==> src/rtl/blink_timer_bank_pkg.sv <==
`default_nettype none
// ============================================================================
//  Module   : blink_timer_bank_pkg
//  Purpose  : Shared definitions for the blink timer bank. Holds the channel
//             mode encoding and the width helpers used to size the channel
//             select and prescaler counters.
//  Ports    : none (package)
//  Revision : 1.0  initial release
// ============================================================================
package blink_timer_bank_pkg;

    typedef enum logic [1:0] {
        MODE_OFF     = 2'b00,
        MODE_TOGGLE  = 2'b01,
        MODE_ONESHOT = 2'b10,
        MODE_STROBE  = 2'b11
    } mode_t;

    // Number of bits needed to represent value (0 -> 0 bits).
    function automatic int clogb2(input int value);
        int bits;
        bits = 0;
        for (int v = value; v > 0; v = v >> 1) begin
            bits++;
        end
        return bits;
    endfunction

    // Channel-select width: enough bits to address CH-1, never less than 1.
    function automatic int chw_of(input int ch);
        int w;
        w = clogb2(ch - 1);
        return (w < 1) ? 1 : w;
    endfunction

endpackage
`default_nettype wire

==> src/rtl/blink_timer_bank_prescaler.sv <==
`default_nettype none
// ============================================================================
//  Module   : blink_timer_bank_prescaler
//  Purpose  : Shared prescaler. Modulo-PRE counter that advances only while
//             run is high and produces a one-cycle combinational tick on the
//             cycle before it wraps.
//  Ports    : clk  - clock
//             aclr - asynchronous active-low reset
//             run  - count enable; low freezes the counter and masks tick
//             tick - run & (count == PRE-1)
//  Revision : 1.0  initial release
// ============================================================================
module blink_timer_bank_prescaler #(
    parameter int PRE = 10
) (
    input  logic clk,
    input  logic aclr,
    input  logic run,
    output logic tick
);

    localparam int              c_prew = (PRE > 1) ? $clog2(PRE) : 1;
    localparam logic [c_prew-1:0] c_last = c_prew'(PRE - 1);

    logic [c_prew-1:0] r_pre;

    always_ff @(posedge clk or negedge aclr) begin
        if (!aclr) begin
            r_pre <= '0;
        end else if (run) begin
            if (r_pre == c_last) begin
                r_pre <= '0;
            end else begin
                r_pre <= r_pre + 1'b1;
            end
        end
    end

    assign tick = run & (r_pre == c_last);

endmodule
`default_nettype wire

==> src/rtl/blink_timer_bank.sv <==
`default_nettype none
// ============================================================================
//  Module   : blink_timer_bank
//  Purpose  : Multi-channel programmable timer / LED driver. One shared
//             prescaler produces a slow tick; each channel counts ticks up to
//             its own runtime-loadable period and drives its output in OFF,
//             TOGGLE, ONESHOT or STROBE mode with a one-cycle expiry flag.
//  Ports    : clk       - clock
//             aclr      - asynchronous active-low reset
//             run       - global enable; low freezes all timing
//             wr_en     - channel configuration write strobe
//             wr_ch     - target channel (values >= CH are ignored)
//             wr_period - new period in ticks (0 behaves as 1)
//             wr_mode   - new mode (00 OFF, 01 TOGGLE, 10 ONESHOT, 11 STROBE)
//             out       - registered channel outputs
//             expire    - registered one-cycle expiry pulses
//             tick      - prescaler tick, combinational
//  Revision : 1.0  initial release
// ============================================================================
module blink_timer_bank
    import blink_timer_bank_pkg::*;
#(
    parameter int          CLK_HZ     = 50_000_000,
    parameter int          TICK_HZ    = 1000,
    parameter int          CH         = 4,
    parameter int          PW         = 16,
    parameter int          DEF_PERIOD = 400,
    parameter logic [1:0]  DEF_MODE   = 2'b01,
    localparam int         CHW        = chw_of(CH)
) (
    input  logic            clk,
    input  logic            aclr,
    input  logic            run,
    input  logic            wr_en,
    input  logic [CHW-1:0]  wr_ch,
    input  logic [PW-1:0]   wr_period,
    input  logic [1:0]      wr_mode,
    output logic [CH-1:0]   out,
    output logic [CH-1:0]   expire,
    output logic            tick
);

    localparam int c_pre = CLK_HZ / TICK_HZ;

    wire [CH-1:0] w_out_bits;
    wire [CH-1:0] w_expire_bits;

    blink_timer_bank_prescaler #(
        .PRE (c_pre)
    ) u_prescaler (
        .clk  (clk),
        .aclr (aclr),
        .run  (run),
        .tick (tick)
    );

    for (genvar i = 0; i < CH; i++) begin : g_ch
        logic [PW-1:0] r_cnt;
        logic [PW-1:0] r_period;
        mode_t         r_mode;
        logic          r_out;
        logic          r_expire;
        logic          w_sel;
        logic [PW-1:0] w_last;

        // An out-of-range wr_ch matches no generated channel, so it is dropped.
        assign w_sel  = wr_en && (wr_ch == CHW'(i));
        // Period 0 is treated as period 1, i.e. the last count is 0.
        assign w_last = (r_period == '0) ? '0 : r_period - 1'b1;

        always_ff @(posedge clk or negedge aclr) begin
            if (!aclr) begin
                r_cnt    <= '0;
                r_period <= PW'(DEF_PERIOD);
                r_mode   <= mode_t'(DEF_MODE);
                r_out    <= 1'b0;
                r_expire <= 1'b0;
            end else begin
                r_expire <= 1'b0;
                if (w_sel) begin
                    // A write takes precedence over an expiry on the same edge.
                    r_period <= wr_period;
                    r_mode   <= mode_t'(wr_mode);
                    r_cnt    <= '0;
                    r_out    <= (mode_t'(wr_mode) == MODE_ONESHOT);
                end else if (r_mode == MODE_OFF) begin
                    r_cnt <= '0;
                    r_out <= 1'b0;
                end else if (tick && (r_cnt == w_last)) begin
                    r_cnt    <= '0;
                    r_expire <= 1'b1;
                    case (r_mode)
                        MODE_TOGGLE:  r_out <= ~r_out;
                        MODE_ONESHOT: begin
                            r_out  <= 1'b0;
                            r_mode <= MODE_OFF;
                        end
                        MODE_STROBE:  r_out <= 1'b1;
                        default:      r_out <= 1'b0;
                    endcase
                end else begin
                    if (tick) begin
                        r_cnt <= r_cnt + 1'b1;
                    end
                    // Strobe output is only ever high for the expiry cycle.
                    if (r_mode == MODE_STROBE) begin
                        r_out <= 1'b0;
                    end
                end
            end
        end

        assign w_out_bits[i]    = r_out;
        assign w_expire_bits[i] = r_expire;
    end

    assign out    = w_out_bits;
    assign expire = w_expire_bits;

endmodule
`default_nettype wire
==> config.mk <==
export PLATFORM = sky130hd
export DESIGN_NAME = blink_timer_bank
export DESIGN_NICKNAME = d
export VERILOG_FILES = /design/src/rtl/blink_timer_bank_pkg.sv /design/src/rtl/blink_timer_bank_prescaler.sv /design/src/rtl/blink_timer_bank.sv
export SDC_FILE = /design/constraint.sdc
export NUM_CORES = 1
export LEC_CHECK = 0
export ABC_AREA = 1
export CAP_MARGIN = 20
export CORE_MARGIN = 2
export CORE_UTILIZATION = 56
export CTS_CLUSTER_DIAMETER = 50
export DETAILED_ROUTE_END_ITERATION = 16
export GPL_ROUTABILITY_DRIVEN = 0
export PLACE_DENSITY = 0.77
export SETUP_SLACK_MARGIN = 0.02
export SLEW_MARGIN = 30
export SYNTH_ARGS = -nofsm -noshare
export SYNTH_HDL_FRONTEND = slang
export SYNTH_HIERARCHICAL = 1
export SYNTH_SLANG_ARGS = --single-unit
==> constraint.sdc <==
create_clock -name clk -period 7.7 [get_ports clk]
set_clock_uncertainty 0.2 [all_clocks]
set_input_delay 1.155 -clock clk [delete_from_list [all_inputs] [get_ports clk]]
set_output_delay 1.155 -clock clk [all_outputs]
set_load 0.1 [all_outputs]
==> summary.txt <==
Clocking
  – CTS H-tree lvls: 4
  – Reg clk slew, reported paths: 70 ps
  – Clk Latency, worst-skew pair: 430 ps
  – Max clock buf depth: 2
  – Cts hold-fix bufs: 0
  – CTS tree: yes
  – Clock Sinks: 160
  – CTS Buf Count: 17
  – Cts repair resizes: 0
  – Setup repair bufs after CTS: 0
  – Clk root buf: clkbuf_16

Drt
  – Post-route ant nets: 0
  – Vias per cell: 5.41
  – Per-cell routed wire length: 13.8 um
  – Initial DRC count: about 900
  – DR DRC count: 0
  – DR vias: 10900
  – Pre-Repair DR Iteration Count: 6
  – Total Routed Length: 27900 um

Power and ir drop
  – P per Cell Area: between 200 and 250 mW/mm2
  – Leakage: just under 6 nW
  – Peak VDD IR: 0.000143 V

Layout
  – Proportion of layout cells with a drive suffix above 1: between 9 and 10%
  – ANT cells: 0
  – Layout Nets: between 1500 and 2000
  – # fillers: 1862
  – Synthesis-to-finish area growth: 9.19%

Timing
  – RSZ-0062 raised after global routing: no
  – Actual slew at the worst max-slew pin: ~1000 ps
  – Fin crit period: 5110 ps
  – Setup-failing EPs final: 0
  – Achievable Freq: roughly 0.20 GHz
  – Fin Setup TNS: 0 ps
  – Final Hold Viols: 0
  – Fin crit share: between 60% and 70%
  – Slew margin rel.: 31.8%
  – Hold Slack: 290 ps
  – Final Max Tran Viols: 0

Logic synthesis
  – Post-synth EDFFs: 0
  – Synth area leader: dfrtp_1
  – Syn_area_per_cell: about 6.7 um2
  – Share of the yosys chip area belonging to registers: 35.2%
  – Top_reg_cell synth: dfrtp_1
  – Synth top area cells: dfrtp_1 32%, nand2_1 19%, nand3_1 7.3%
  – Synth async-reset ratio: 100%
  – Syn nets: 1751
  – Distinct cells, synth: 39
  – Post-Synthesis Cells: 1718
  – Synthesized area: 0.0114 mm2
  – Share of the synthesized area in the top cell type: 31.5%
  – Yosys warning count: 6
  – Count of state elements after synthesis: 160

Outcome
  – Status: complete, no violations

Placement
  – Detailed Place HPWL: 20800 um
  – Port buffer count: 32

Job
  – Number of max-cap violations: 0

Floorplan
  – Initial core utilization: 56.8%
  – Ports: 33
  – # rows: 52
  – DIE WIDTH: between 100 and 150 um
  – Die Area: 0.0216 mm2
  – Core area: 0.0201 mm2
  – Vert. Die Dim: 147 um

Global routing
  – Largest net degree at the start of global routing: 93
  – Initial antenna violation count: 0
  – Total GRT Usage: a little over a quarter
  – First-pass GRT wire length: 46300 um
  – Grt ovf: 0
  – Vias in the first global route: roughly 10000

Setup path
  – WS Path Type: in -> out
  – Crit end category: output pin
  – Critical Path RT: 6340 ps
  – CP Launch Type: input pin
  – Arrival @ worst endpoint: 3760 ps
  – Max Fanout on Critical Path: 16

Worst hold path
  – Min-Delay Path Class: reg -> reg
==> registers in the layout (all words and copies together) (netlist names) <==
| signal | cells |
|---|---|
| g_ch.r_out | 4 |
| g_ch.r_mode | 8 |
| u_prescaler/r_pre | 16 |
| g_ch.r_expire | 4 |
| g_ch.r_cnt | 64 |
| g_ch.r_period | 64 |
==> routing by layer <==
metal / vias to the layer above / part of all wire, % / global-route usage, %
met5: - / 0 / 0
met4: 0 / 1.9 / 6.65
met3: 50 / 5.3 / 4.41
met2: 284 / 49 / 45.3
met1: 5085 / 44 / 34.8
li1: 5492 / - / -
==> through the flow <==
step	util [%]	total power [mW]	area [um2]	setup slack, ps	std cells
2_1_floorplan	-	1.55	11400	4210	1718
3_3_place_gp	58.9	1.70	11800	2600	1983
3_5_place_dp	58.9	1.72	11800	2620	1983
4_1_cts	62.0	2.62	12500	2600	2015
5_1_grt	62.1	2.77	12500	2510	2015
6_report	62.1	2.62	12500	2590	2015
==> power breakdown <==
group / internal (mW) / switching, mW
logic: 0.229 / 0.459
registers: 0.935 / 0.0994
clock network: 0.525 / 0.372
==> synthesized netlist by cell type (all sizes together) (5+ instances only) <==
cell type,count
dfstp,16
clkbuf,20
nor3,14
o21ai,153
a21oi,14
nand4,57
nand3b,8
and2,5
buf,24
inv,209
xor2,42
xnor2,6
nand3,173
nor2,227
ha,9
nand2,585
dfrtp,144
==> placed cells by master (no fill, tap or decap), types with 5 or more instances in the layout <==
| master | count |
|---|---|
| nand2_2 | 13 |
| nor2_1 | 187 |
| clkinv_4 | 6 |
| nand2_4 | 6 |
| and2_1 | 5 |
| a21oi_1 | 12 |
| o21ai_0 | 113 |
| nor2_2 | 28 |
| o21ai_2 | 37 |
| nand2_1 | 566 |
| nor2_4 | 12 |
| clkbuf_16 | 17 |
| xnor2_1 | 6 |
| dfstp_2 | 16 |
| xor2_1 | 42 |
| dfrtp_1 | 144 |
| nand3_2 | 6 |
| ha_1 | 9 |
| nor3_2 | 5 |
| clkdlybuf4s50_1 | 31 |
| buf_4 | 6 |
| nor3_1 | 9 |
| nand3b_1 | 8 |
| nand4_1 | 57 |
| inv_1 | 205 |
| nand3_1 | 167 |
==> cells by family (layout without fill, tap and decap cells) <==
logic type / after synthesis / count (layout) / share of synthesized area [%]
compound gates: 172 / 172 / 9.02
buf+inv: 256 / 283 / 9.73
flops: 160 / 160 / 35.2
simple gates: 1073 / 1073 / 41.4
xor+xnor: 48 / 48 / 3.68
fa+ha+maj: 9 / 9 / 0.985
==> worst max-delay path: stages <==
cell,delay [ps]
clkdlybuf4s50_1,790
nand3_1,230
inv_1,90
buf_4,280
clkdlybuf4s50_1,1200
==> area by class of cell <==
cell class / instances / area [um2] / area share (%)
multi-input combinational: 1302 / 6320 / 50.6
sequential: 160 / 4020 / 32.2
inverter: 212 / 798 / 6.40
clock buffer: 18 / 439 / 3.52
timing repair buffer: 39 / 378 / 3.03
tap: 270 / 338 / 2.71
clock inverter: 14 / 181 / 1.45
==> final timing paths <==
check | endpoint | start | cells after the start | slack, ps
max in group asynchronous | g_ch[2].r_period[15] | aclr | 2 | 5620
setup / recovery | tick | run | 5 | 2590
setup reg to reg | g_ch[2].r_cnt[4] | g_ch[2].r_period[0] | 15 | 4690
hold / removal | g_ch[3].r_period[4] | g_ch[3].r_period[4] | 2 | 290
hold reg to reg | g_ch[3].r_period[4] | g_ch[3].r_period[4] | 2 | 290
min in group asynchronous | g_ch[0].r_cnt[11] | aclr | 1 | 580
Note: power is estimated with default switching activity, not from simulation.
